===== config.mk =====
export PLATFORM = sky130hd
export DESIGN_NAME = dct_prefft_chan_sched_flat
export DESIGN_NICKNAME = d
export VERILOG_FILES = /design/src/rtl/dct_prefft_chan_sched_pkg.sv /design/src/rtl/dct_prefft_chan_sched_if.sv /design/src/rtl/dct_prefft_chan_sched_tag_fifo.sv /design/src/rtl/dct_prefft_chan_sched.sv /design/src/flat_wrapper.sv
export SDC_FILE = /design/constraint.sdc
export NUM_CORES = 1
export LEC_CHECK = 0
export CAP_MARGIN = 15
export CORE_ASPECT_RATIO = 1.25
export CORE_UTILIZATION = 38
export CTS_BUF_LIST = sky130_fd_sc_hd__clkbuf_4
export DETAILED_ROUTE_END_ITERATION = 16
export HOLD_SLACK_MARGIN = 0.12
export PLACE_DENSITY = 0.82
export SETUP_SLACK_MARGIN = 0.2
export SYNTH_ARGS = -nofsm -noshare
export SYNTH_HDL_FRONTEND = slang
export SYNTH_SLANG_ARGS = --single-unit

===== constraint.sdc =====
create_clock -name clk -period 3.65 [get_ports clk]
set_input_delay 0.73 -clock clk [delete_from_list [all_inputs] [get_ports clk]]
set_output_delay 0.73 -clock clk [all_outputs]
set_load 0.005 [all_outputs]

===== src/rtl/dct_prefft_chan_sched_pkg.sv =====
// Shared constants and types for the pre-FFT channel scheduler.
package dct_pkg;

  localparam int          FRAME_LEN_1200 = 1200;
  localparam logic [11:0] FFT_PTS        = 12'd2048;
  localparam int          BEAT_CNT_W     = 11;

  typedef enum logic [1:0] {
    IDLE = 2'd0,
    XFER = 2'd1,
    DROP = 2'd2
  } sched_state_t;

endpackage


===== src/rtl/dct_prefft_chan_sched_if.sv =====
// Reorder-sink bus: the scheduler is the master, the reorder stage the slave.
interface dct_prefft_chan_sched_if #(
  parameter int wDataInOut = 16
) ();

  logic                  ro_sink_valid;
  logic                  ro_sink_sop;
  logic                  ro_sink_eop;
  logic [wDataInOut-1:0] ro_sink_real;
  logic [wDataInOut-1:0] ro_sink_imag;
  logic                  ro_sink_ready;

  modport master (
    output ro_sink_valid, ro_sink_sop, ro_sink_eop, ro_sink_real, ro_sink_imag,
    input  ro_sink_ready
  );

  modport slave (
    input  ro_sink_valid, ro_sink_sop, ro_sink_eop, ro_sink_real, ro_sink_imag,
    output ro_sink_ready
  );

endinterface


===== src/rtl/dct_prefft_chan_sched_tag_fifo.sv =====
// Channel-ID tag queue: one entry per frame handed to the reorder stage and
// not yet seen leaving it. Push when full and pop when empty are ignored.
module dct_sched_tag_fifo
  import dct_pkg::*;
#(
  parameter int DEPTH = 2,
  parameter int W     = 1
) (
  input  logic         clk,
  input  logic         rst_n,
  input  logic         push,
  input  logic         pop,
  input  logic [W-1:0] din,
  output logic [W-1:0] head,
  output logic         full,
  output logic         empty
);

  localparam int PW = (DEPTH > 1) ? $clog2(DEPTH) : 1;
  localparam int OW = $clog2(DEPTH + 1);

  logic [W-1:0]  mem [DEPTH];
  logic [PW-1:0] wr_ptr;
  logic [PW-1:0] rd_ptr;
  logic [OW-1:0] occ;
  logic          wr_en;
  logic          rd_en;

  function automatic logic [PW-1:0] ptr_inc(input logic [PW-1:0] p);
    return (p == PW'(DEPTH - 1)) ? '0 : p + 1'b1;
  endfunction

  assign full  = (occ == OW'(DEPTH));
  assign empty = (occ == '0);
  assign wr_en = push & ~full;
  assign rd_en = pop & ~empty;
  // Head is forced to zero when empty so tag_id reads 0 with no frame in flight.
  assign head  = empty ? '0 : mem[rd_ptr];

  // Storage, pointers and occupancy; simultaneous push/pop keeps occupancy.
  always_ff @(posedge clk or negedge rst_n) begin
    if (!rst_n) begin
      for (int i = 0; i < DEPTH; i++) mem[i] <= '0;
      wr_ptr <= '0;
      rd_ptr <= '0;
      occ    <= '0;
    end else begin
      if (wr_en) begin
        mem[wr_ptr] <= din;
        wr_ptr      <= ptr_inc(wr_ptr);
      end
      if (rd_en) rd_ptr <= ptr_inc(rd_ptr);
      case ({wr_en, rd_en})
        2'b10:   occ <= occ + 1'b1;
        2'b01:   occ <= occ - 1'b1;
        default: occ <= occ;
      endcase
    end
  end

endmodule


===== src/rtl/dct_prefft_chan_sched.sv =====
// Frame-level round-robin scheduler sharing one DCT pre-FFT reorder stage
// among NCH channels. Enforces the frame length and tags each frame with
// its source channel for the downstream consumer.
//
//   state | meaning
//   IDLE  | no frame open; pick next sop round-robin when sink and tag queue allow
//   XFER  | granted channel muxed onto reorder sink, beats counted
//   DROP  | overlong frame already closed on the sink; swallow beats up to ch_eop
module dct_prefft_chan_sched
  import dct_pkg::*;
#(
  parameter int NCH        = 2,
  parameter int wDataInOut = 16,
  parameter int FRAME_LEN  = FRAME_LEN_1200,
  parameter int TAG_DEPTH  = 2,
  localparam int CW        = (NCH > 1) ? $clog2(NCH) : 1
) (
  input  logic                      clk,
  input  logic                      rst_n,
  input  logic [NCH-1:0]            ch_valid,
  output logic [NCH-1:0]            ch_ready,
  input  logic [NCH-1:0]            ch_sop,
  input  logic [NCH-1:0]            ch_eop,
  input  logic [NCH*wDataInOut-1:0] ch_real,
  input  logic [NCH*wDataInOut-1:0] ch_imag,
  dct_prefft_chan_sched_if.master   sink,
  output logic [11:0]               ro_fftpts,
  input  logic                      ro_source_valid,
  input  logic                      ro_source_eop,
  output logic [CW-1:0]             tag_id,
  output logic                      tag_valid,
  output logic                      len_err,
  output logic [CW-1:0]             err_chan
);

  localparam logic [BEAT_CNT_W-1:0] LAST_BEAT = BEAT_CNT_W'(FRAME_LEN - 1);

  sched_state_t          state;
  sched_state_t          next_state;
  logic [CW-1:0]         grant;
  logic [CW-1:0]         last_grant;
  logic [BEAT_CNT_W-1:0] beat_cnt;
  logic                  last_beat;

  logic                  cand_found;
  logic [CW-1:0]         cand;
  logic [CW:0]           rr_sum;

  logic                  grant_en;
  logic                  beat_acc;
  logic                  tag_push;
  logic                  tag_pop;
  logic                  tag_full;
  logic                  tag_empty;
  logic                  len_err_set;

  assign ro_fftpts = FFT_PTS;
  assign last_beat = (beat_cnt == LAST_BEAT);
  assign tag_pop   = ro_source_valid & ro_source_eop;
  assign tag_valid = ~tag_empty;

  // Round-robin search for a channel offering sop, starting after last_grant;
  // iterating from the farthest offset down lets the nearest one win.
  always_comb begin
    cand_found = 1'b0;
    cand       = '0;
    rr_sum     = '0;
    for (int i = NCH; i >= 1; i--) begin
      rr_sum = {1'b0, last_grant} + (CW+1)'(i);
      if (rr_sum >= (CW+1)'(NCH)) rr_sum = rr_sum - (CW+1)'(NCH);
      if (ch_valid[rr_sum[CW-1:0]] && ch_sop[rr_sum[CW-1:0]]) begin
        cand_found = 1'b1;
        cand       = rr_sum[CW-1:0];
      end
    end
  end

  // FSM state register.
  always_ff @(posedge clk or negedge rst_n) begin
    if (!rst_n) state <= IDLE;
    else        state <= next_state;
  end

  // Next state, channel handshakes and the combinational sink mux.
  always_comb begin
    next_state         = state;
    ch_ready           = '0;
    sink.ro_sink_valid = 1'b0;
    sink.ro_sink_sop   = 1'b0;
    sink.ro_sink_eop   = 1'b0;
    sink.ro_sink_real  = '0;
    sink.ro_sink_imag  = '0;
    grant_en           = 1'b0;
    beat_acc           = 1'b0;
    tag_push           = 1'b0;
    len_err_set        = 1'b0;
    case (state)
      IDLE: begin
        if (cand_found && sink.ro_sink_ready && !tag_full) begin
          grant_en   = 1'b1;
          next_state = XFER;
        end
      end
      XFER: begin
        ch_ready[grant]    = sink.ro_sink_ready;
        beat_acc           = ch_valid[grant] & sink.ro_sink_ready;
        sink.ro_sink_valid = beat_acc;
        // sop only on the first beat; eop forced when the frame hits full length
        sink.ro_sink_sop   = beat_acc & ch_sop[grant] & (beat_cnt == '0);
        sink.ro_sink_eop   = beat_acc & (ch_eop[grant] | last_beat);
        sink.ro_sink_real  = ch_real[grant*wDataInOut +: wDataInOut];
        sink.ro_sink_imag  = ch_imag[grant*wDataInOut +: wDataInOut];
        if (beat_acc) begin
          if (ch_eop[grant]) begin
            tag_push    = 1'b1;
            len_err_set = ~last_beat;
            next_state  = IDLE;
          end else if (last_beat) begin
            tag_push    = 1'b1;
            len_err_set = 1'b1;
            next_state  = DROP;
          end
        end
      end
      DROP: begin
        ch_ready[grant] = 1'b1;
        if (ch_valid[grant] && ch_eop[grant]) next_state = IDLE;
      end
      default: next_state = IDLE;
    endcase
  end

  // Grant register, round-robin pointer and beat counter.
  always_ff @(posedge clk or negedge rst_n) begin
    if (!rst_n) begin
      grant      <= '0;
      last_grant <= CW'(NCH - 1);
      beat_cnt   <= '0;
    end else if (grant_en) begin
      grant      <= cand;
      last_grant <= cand;
      beat_cnt   <= '0;
    end else if (beat_acc) begin
      beat_cnt   <= beat_cnt + 1'b1;
    end
  end

  // Length-error pulse one cycle after the offending beat; channel held.
  always_ff @(posedge clk or negedge rst_n) begin
    if (!rst_n) begin
      len_err  <= 1'b0;
      err_chan <= '0;
    end else begin
      len_err <= len_err_set;
      if (len_err_set) err_chan <= grant;
    end
  end

  dct_sched_tag_fifo #(
    .DEPTH (TAG_DEPTH),
    .W     (CW)
  ) u_tag_fifo (
    .clk   (clk),
    .rst_n (rst_n),
    .push  (tag_push),
    .pop   (tag_pop),
    .din   (grant),
    .head  (tag_id),
    .full  (tag_full),
    .empty (tag_empty)
  );

endmodule


===== src/flat_wrapper.sv =====
// flat-port wrapper written by rule: the top's interface ports become plain ports
module dct_prefft_chan_sched_flat import dct_pkg::*;
#(
  parameter int NCH        = 2,
  parameter int wDataInOut = 16,
  parameter int FRAME_LEN  = FRAME_LEN_1200,
  parameter int TAG_DEPTH  = 2,
  localparam int CW        = (NCH > 1) ? $clog2(NCH) : 1
)
  (clk, rst_n, ch_valid, ch_ready, ch_sop, ch_eop, ch_real, ch_imag, ro_fftpts, ro_source_valid, ro_source_eop, tag_id, tag_valid, len_err, err_chan, sink_ro_sink_valid, sink_ro_sink_sop, sink_ro_sink_eop, sink_ro_sink_real, sink_ro_sink_imag, sink_ro_sink_ready);
  dct_prefft_chan_sched_if #(.wDataInOut(wDataInOut)) sink_i ();
  input  logic clk;
  input  logic rst_n;
  input  logic [NCH-1:0] ch_valid;
  output logic [NCH-1:0] ch_ready;
  input  logic [NCH-1:0] ch_sop;
  input  logic [NCH-1:0] ch_eop;
  input  logic [NCH*wDataInOut-1:0] ch_real;
  input  logic [NCH*wDataInOut-1:0] ch_imag;
  output logic [11:0] ro_fftpts;
  input  logic ro_source_valid;
  input  logic ro_source_eop;
  output logic [CW-1:0] tag_id;
  output logic tag_valid;
  output logic len_err;
  output logic [CW-1:0] err_chan;
  output wire logic [$bits(sink_i.ro_sink_valid)-1:0] sink_ro_sink_valid;
  output wire logic [$bits(sink_i.ro_sink_sop)-1:0] sink_ro_sink_sop;
  output wire logic [$bits(sink_i.ro_sink_eop)-1:0] sink_ro_sink_eop;
  output wire logic [$bits(sink_i.ro_sink_real)-1:0] sink_ro_sink_real;
  output wire logic [$bits(sink_i.ro_sink_imag)-1:0] sink_ro_sink_imag;
  input wire logic [$bits(sink_i.ro_sink_ready)-1:0] sink_ro_sink_ready;
  assign sink_ro_sink_valid = sink_i.ro_sink_valid;
  assign sink_ro_sink_sop = sink_i.ro_sink_sop;
  assign sink_ro_sink_eop = sink_i.ro_sink_eop;
  assign sink_ro_sink_real = sink_i.ro_sink_real;
  assign sink_ro_sink_imag = sink_i.ro_sink_imag;
  assign sink_i.ro_sink_ready = sink_ro_sink_ready;
  dct_prefft_chan_sched #(.NCH(NCH), .wDataInOut(wDataInOut), .FRAME_LEN(FRAME_LEN), .TAG_DEPTH(TAG_DEPTH)) u_core (.clk(clk), .rst_n(rst_n), .ch_valid(ch_valid), .ch_ready(ch_ready), .ch_sop(ch_sop), .ch_eop(ch_eop), .ch_real(ch_real), .ch_imag(ch_imag), .sink(sink_i), .ro_fftpts(ro_fftpts), .ro_source_valid(ro_source_valid), .ro_source_eop(ro_source_eop), .tag_id(tag_id), .tag_valid(tag_valid), .len_err(len_err), .err_chan(err_chan));
endmodule

* After elaboration in Yosys (flattened, before gate mapping)
Index checks and enable logic that the tools add are counted.
** Operators by class
- Add/subtract/negate cells :: 9
- $lt $le $gt $ge :: 9
- Equal/unequal tests :: 10
- Shift-type cells :: 2
- Multiplexer cells :: 55
- Bitwise gates (word level) :: 14
- Reductions and logical operators :: 14
** Operators by type and width (count)
- $shiftx 32x6->16 :: 2
- $mux 1 :: 40
- $mux 16 :: 2
- $mux 11 :: 2
- $add 11x1->11 const B :: 1
- $eq 11x11->1 const B :: 1
- $logic_not 11->1 :: 1
- $mux 2 :: 5
- $ge 2x2->1 const B :: 4
- $pmux 2 s2 :: 2
- $and 1x1->1 :: 7
- $logic_and 1x1->1 :: 7
- $eq 2x2->1 const B :: 3
- $lt 1x2->1 const B :: 3
- $ne 2x1->1 const B :: 3
- $pmux 2 s3 :: 1
- $eq 2x1->1 const B :: 2
- $logic_not 2->1 :: 2
- $not 1->2 :: 2
- $reduce_and 4->1 :: 1
- $reduce_bool 2->1 :: 2
- $ne 3x1->1 const B :: 1
- $not 1->1 :: 3
- $add 1x1->1 const B :: 2
- other kinds (12) :: 14
** Word-level totals
- Register bits after elaboration :: 23
- Input bits :: 75
- Output and inout bits :: 53
- Word-level logic and storage cells :: 124

* Logic depth before layout (Yosys ltp)
- Word-level depth :: 13
- Gate-level depth with buffers :: 10
- Mapped depth without buffers :: 10

* Hierarchy
Synthesis repeated with hierarchy kept, for this count alone.
** Unflattened totals
- Cell total of the unflattened synthesis :: 220
- Area, all modules :: 1889.3 sq um
** Modules (own cells, without submodules)
- dct_prefft_chan_sched :: times used 1, cells each 196, area each 1604.0 sq um
- dct_sched_tag_fifo :: times used 1, cells each 24, area each 285.3 sq um

* Least setup slack after synthesis
OpenSTA, ideal clock, no wires.
- Kind :: reg-to-reg
- Start point :: reg u_core.beat_cnt[8]
- End point :: reg u_core.u_tag_fifo.occ[1]
- Data arrival time :: 2.780 ns
- Data required time :: 3.571 ns
- Setup slack :: 0.791 ns
- Stages on the path, launching flop included :: 9
- Path buffers :: 0
- Period minus slack after synthesis :: 2.859 ns
- Cells stage by stage :: dfrtp_1 or4_4 or3_4 ha_1 nor4b_1 inv_1 ha_1 nor2_1 xor2_1
** On the way
- Word-level cells in the longest chain between the ends :: 8
** Ends and longest elaborated chain
- from (decl) :: RTL line dct_prefft_chan_sched.sv:42 : logic [BEAT_CNT_W-1:0] beat_cnt;
- from (signal assigned) :: RTL line dct_prefft_chan_sched.sv:144 : beat_cnt <= beat_cnt + 1'b1;
- $eq 11x11->1 * :: RTL line dct_prefft_chan_sched.sv:58 : assign last_beat = (beat_cnt == LAST_BEAT);
- $mux 1 * :: RTL line dct_prefft_chan_sched.sv:118 : end else if (last_beat) begin
- $mux 1 * :: RTL line dct_prefft_chan_sched.sv:114 : if (ch_eop[grant]) begin
- $mux 1 * :: RTL line dct_prefft_chan_sched.sv:113 : if (beat_acc) begin
- $mux 1 * :: RTL line dct_prefft_chan_sched.sv:97 : case (state)
- $and 1x1->1 * :: RTL line dct_prefft_chan_sched_tag_fifo.sv:35 : assign wr_en = push & ~full;
- $eq 2x1->1 / $eq 2x2->1 (equally long branches) :: RTL line dct_prefft_chan_sched_tag_fifo.sv:53 : case ({wr_en, rd_en})
- $pmux 2 s2 / $reduce_bool 2->1 (equally long branches)
- to (signal assigned) :: RTL line dct_prefft_chan_sched_tag_fifo.sv:54 : 2'b10: occ <= occ + 1'b1;
- to (signal assigned) :: RTL line dct_prefft_chan_sched_tag_fifo.sv:55 : 2'b01: occ <= occ - 1'b1;
- to (decl) :: RTL line dct_prefft_chan_sched_tag_fifo.sv:25 : logic [OW-1:0] occ;
Every way passes the cells marked *; elsewhere a longest branch is shown, timed or not.
A chain may end at the register's enable or synchronous reset.

* Final worst setup path
- Start point :: in ch_valid[0]
- End point :: out sink_ro_sink_sop
** On the way
- Word-level cells in the longest chain between the ends :: 6
** Ends and longest elaborated chain
- from (decl) :: RTL line flat_wrapper.sv:14 : input logic [NCH-1:0] ch_valid;
- $mux 1 (not written as such) (2 in series) :: RTL line dct_prefft_chan_sched.sv:106 : beat_acc = ch_valid[grant] & sink.ro_sink_ready;
- $and 1x1->1 :: RTL line dct_prefft_chan_sched.sv:106
- $and 1x1->1 (2 in series) :: RTL line dct_prefft_chan_sched.sv:109 : sink.ro_sink_sop = beat_acc & ch_sop[grant] & (beat_cnt == '0);
- $mux 1 :: RTL line dct_prefft_chan_sched.sv:97
- to (decl) :: RTL line flat_wrapper.sv:28 : output wire logic [$bits(sink_i.ro_sink_sop)-1:0] sink_ro_sink_sop;
No other way between the ends. The select of a mux whose other input is x is not followed.

==> out/results.ini <==
[cts]
numCtsBuffers=3
cts_sinks=23
cts_buffer_depth=2
clkTransAtPathRegs_ns=0.12
postCtsSetupBuffers=0
cts_tree=yes
htreeDepth=1
clk_latency_ns=0.31
clock-root-buffer=clkbuf_4

[routing]
postRouteAntennaNets=0
drc=0
wl_mm=6.05
vias=2021
drt_iter0_markers=61
wl_per_cell_um=14.9
via_per_inst=4.99
dr.pass1.iters=4

[synth]
syn_area_per_cell_sq_um=8.93
synth_top_cell_by_area=dfrtp_1
synth_top_area_frac=0.269
synthAdderAreaFrac=0.0490
yosys_warnings=0
netlist_top_cells_area=dfrtp_1 27%, mux2i_1 18%, nor2b_1 9.8%
async_reset_ff_frac=1.00
muxShareOfSynthArea=0.193
synth_top_family_by_area=simple AND/OR/NAND/NOR gates
synth-compound-area-share=0.0728
synthFlopType=dfrtp_1
yosys.area_share.simple=0.258
synth_area_sq_um=2040
synth_xor_area_frac=0.0471
ys_seq_area_frac=0.282
ys_types=47
syn_inst=229
ys_seq_elements=23
synth_edf_count=0

[setup_path]
endpoint_kind=primary output
reg2reg_slack_ns=0.71
cpMaxStageDelayCell=clkdlybuf4s50_1
critPathTopFamily=buffers and inverters
crit_chain=clkdlybuf4s50_1, mux2i_1, nor2_1, nand4b_1, nor3_1, clkdlybuf4s50_1
crit_fanout=4
slowest_delay_ns=0.54
crit_buf_inv=2
cp-start-kind=input pin
worstSetupPathType=in -> out
worstPathRequired_ns=2.92
critPathMostFrequentCell=clkdlybuf4s50_1
timing.rr.start=u_core.beat_cnt[8]$_DFFE_PN0P_
worstSetupStartpoint=ch_valid[0]
cp.arrival_ns=2.42

[floorplanning]
fp.dieH_um=84.0
ios=128
start_util=0.400
num_rows=29
dieArea_sq_um=5680
core_area_sq_um=5120
die_x_um=67.6

[timing]
final-setup-viol-count=0
fin_tns_setup_ns=0
finalClockSkew_ns=0.00395
fmax_mhz=317
grt_setup_unrepaired=false
worst_slew_pin_slew_ns=0.658
period_share=0.864
hold_viol_final=0
slew-limit-headroom=0.560
finalMaxSlewViolations=0
fin_crit_ns=3.15

[power]
leakage_nw=1.34
power_w=0.00157
p_per_area_nw_per_um2=478
peakVddDrop_v=0.000354

[grt]
grt_start_max_net_pins=37
grt_pass1_wl_mm=9.09
grt-ovfl-total=0
grt_pass1_vias=1909
grt_usage=0.208
antenna_found_initial=0

[layout]
insertedDiodeCount=0
post-route-util=0.640
area_growth_syn_to_layout_pct=60.0
seqCellArea_sq_um=578
layout_common_cells=114 x clkdlybuf4s50_1, 36 x mux2i_1, 32 x nor2b_1, 21 x dfrtp_1
nets=427
multiInputGateArea_sq_um=1320
fillers=465
drive_above_1_share=0.0496
stdcell_area_sq_um=3270
stdcell_count=405
final_common_cell=clkdlybuf4s50_1

[worst_hold_path]
min_path_type=reg -> reg
hp-start=u_core.u_tag_fifo.rd_ptr$_DFFE_PN0P_

[placement]
hpwl_mm=5.01
io_buffers=115
place_area_sq_um=3210
place_congestion=0.848
post-place-cells=400

[job]
max_cap_violations=0

[run_status]
status=finished, final reports clean

[worst register-to-register path, stage by stage, from the launching register on]
cell and delay, ns:
dfrtp_1 0.43, or4_4 0.57, or3_4 0.41, ha_1 0.24, nor4b_1 0.35, buf_4 0.20, inv_1 0.04, ha_1 0.31
nor2_1 0.14, xor2_1 0.17
[path summary, 6_finish.rpt]
path	end	cells past startpoint
max	sink_ro_sink_sop	6
min in group asynchronous	u_core.beat_cnt[5]$_DFFE_PN0P_	1
min reg2reg	u_core.u_tag_fifo.rd_ptr$_DFFE_PN0P_	1
max in group asynchronous	u_core.last_grant$_DFFE_PN1N_	2
min	u_core.u_tag_fifo.rd_ptr$_DFFE_PN0P_	1
max reg2reg	u_core.u_tag_fifo.occ[1]$_DFFE_PN0P_	9
[cells by family (layout without fill, tap and decap cells)]
kind of cell | Yosys count | after routing
AND/OR/NAND/NOR | 92 | 92
multiplexers | 39 | 39
buffers and inverters | 33 | 137
flip-flops | 23 | 23
AO/OA/AOI/OAI | 21 | 21
XOR/XNOR | 11 | 11
adder cells (fa/ha/maj) | 8 | 8
other | 2 | 12
[metrics by stage]
| step | hold slack, ns | worst slack [ns] |
|---|---|---|
| 2_1_floorplan | 0.434 | 0.791 |
| 3_3_place_gp | 0.469 | 0.507 |
| 3_5_place_dp | 0.478 | 0.511 |
| 4_1_cts | 0.506 | 0.220 |
| 5_1_grt | 0.514 | 0.375 |
| 6_report | 0.499 | 0.496 |
[flip-flops by register name, summed over array words and instances, names as in the netlist]
register / cells
u_core.u_tag_fifo.wr_ptr: 1
u_core.state: 2
u_core.beat_cnt: 11
u_core.err_chan: 1
u_core.u_tag_fifo.rd_ptr: 1
u_core.len_err: 1
u_core.grant: 1
u_core.u_tag_fifo.mem: 2
u_core.u_tag_fifo.occ: 2
u_core.last_grant: 1
[timing repair]
item	CTS	global route
setup endpoints to repair	1	1
hold buffers	0	0
resized for setup	1	1
[layer usage]
metal | routed length (um) | track usage | share of wire | vias to the layer above
li1 | - | - | - | 999
met1 | 2260 | 0.240 | 0.37 | 920
met3 | 737 | 0.0519 | 0.12 | 7
met4 | 73 | 0.0484 | 0.012 | 0
met5 | 0 | 0 | 0 | -
met2 | 2970 | 0.370 | 0.49 | 95
[cell usage after synthesis (all sizes together), types with 2 or more instances]
library cell   n
mux2i         36
nor2b         32
dfrtp         22
buf           16
nor2          12
nand2         11
inv           10
ha             8
nand3          8
xnor2          8
clkbuf         7
nor3           5
a21oi          4
nand2b         4
mux2           3
nor4           3
o21ai          3
or3            3
or4            3
xor2           3
a21o           2
and3           2
conb           2
nand4          2
nor4b          2
o21a           2
[power breakdown]
| part | internal [W] | leakage, nW | switching (W) |
|---|---|---|---|
| logic | 0.000626 | 1.03 | 0.000408 |
| clock network | 0.0000410 | 0.0177 | 0.0000748 |
| registers | 0.000325 | 0.301 | 0.0000903 |
[layout make-up]
class	instances	area share
inverters	10	0.0115
repair buffers	123	0.377
clock buffers	3	0.00688
clock inverters	1	0.00153
flip-flops and latches	23	0.177
well taps	62	0.0237
multi-input cells	183	0.403
No activity file was read; power rests on OpenSTA's default activity.
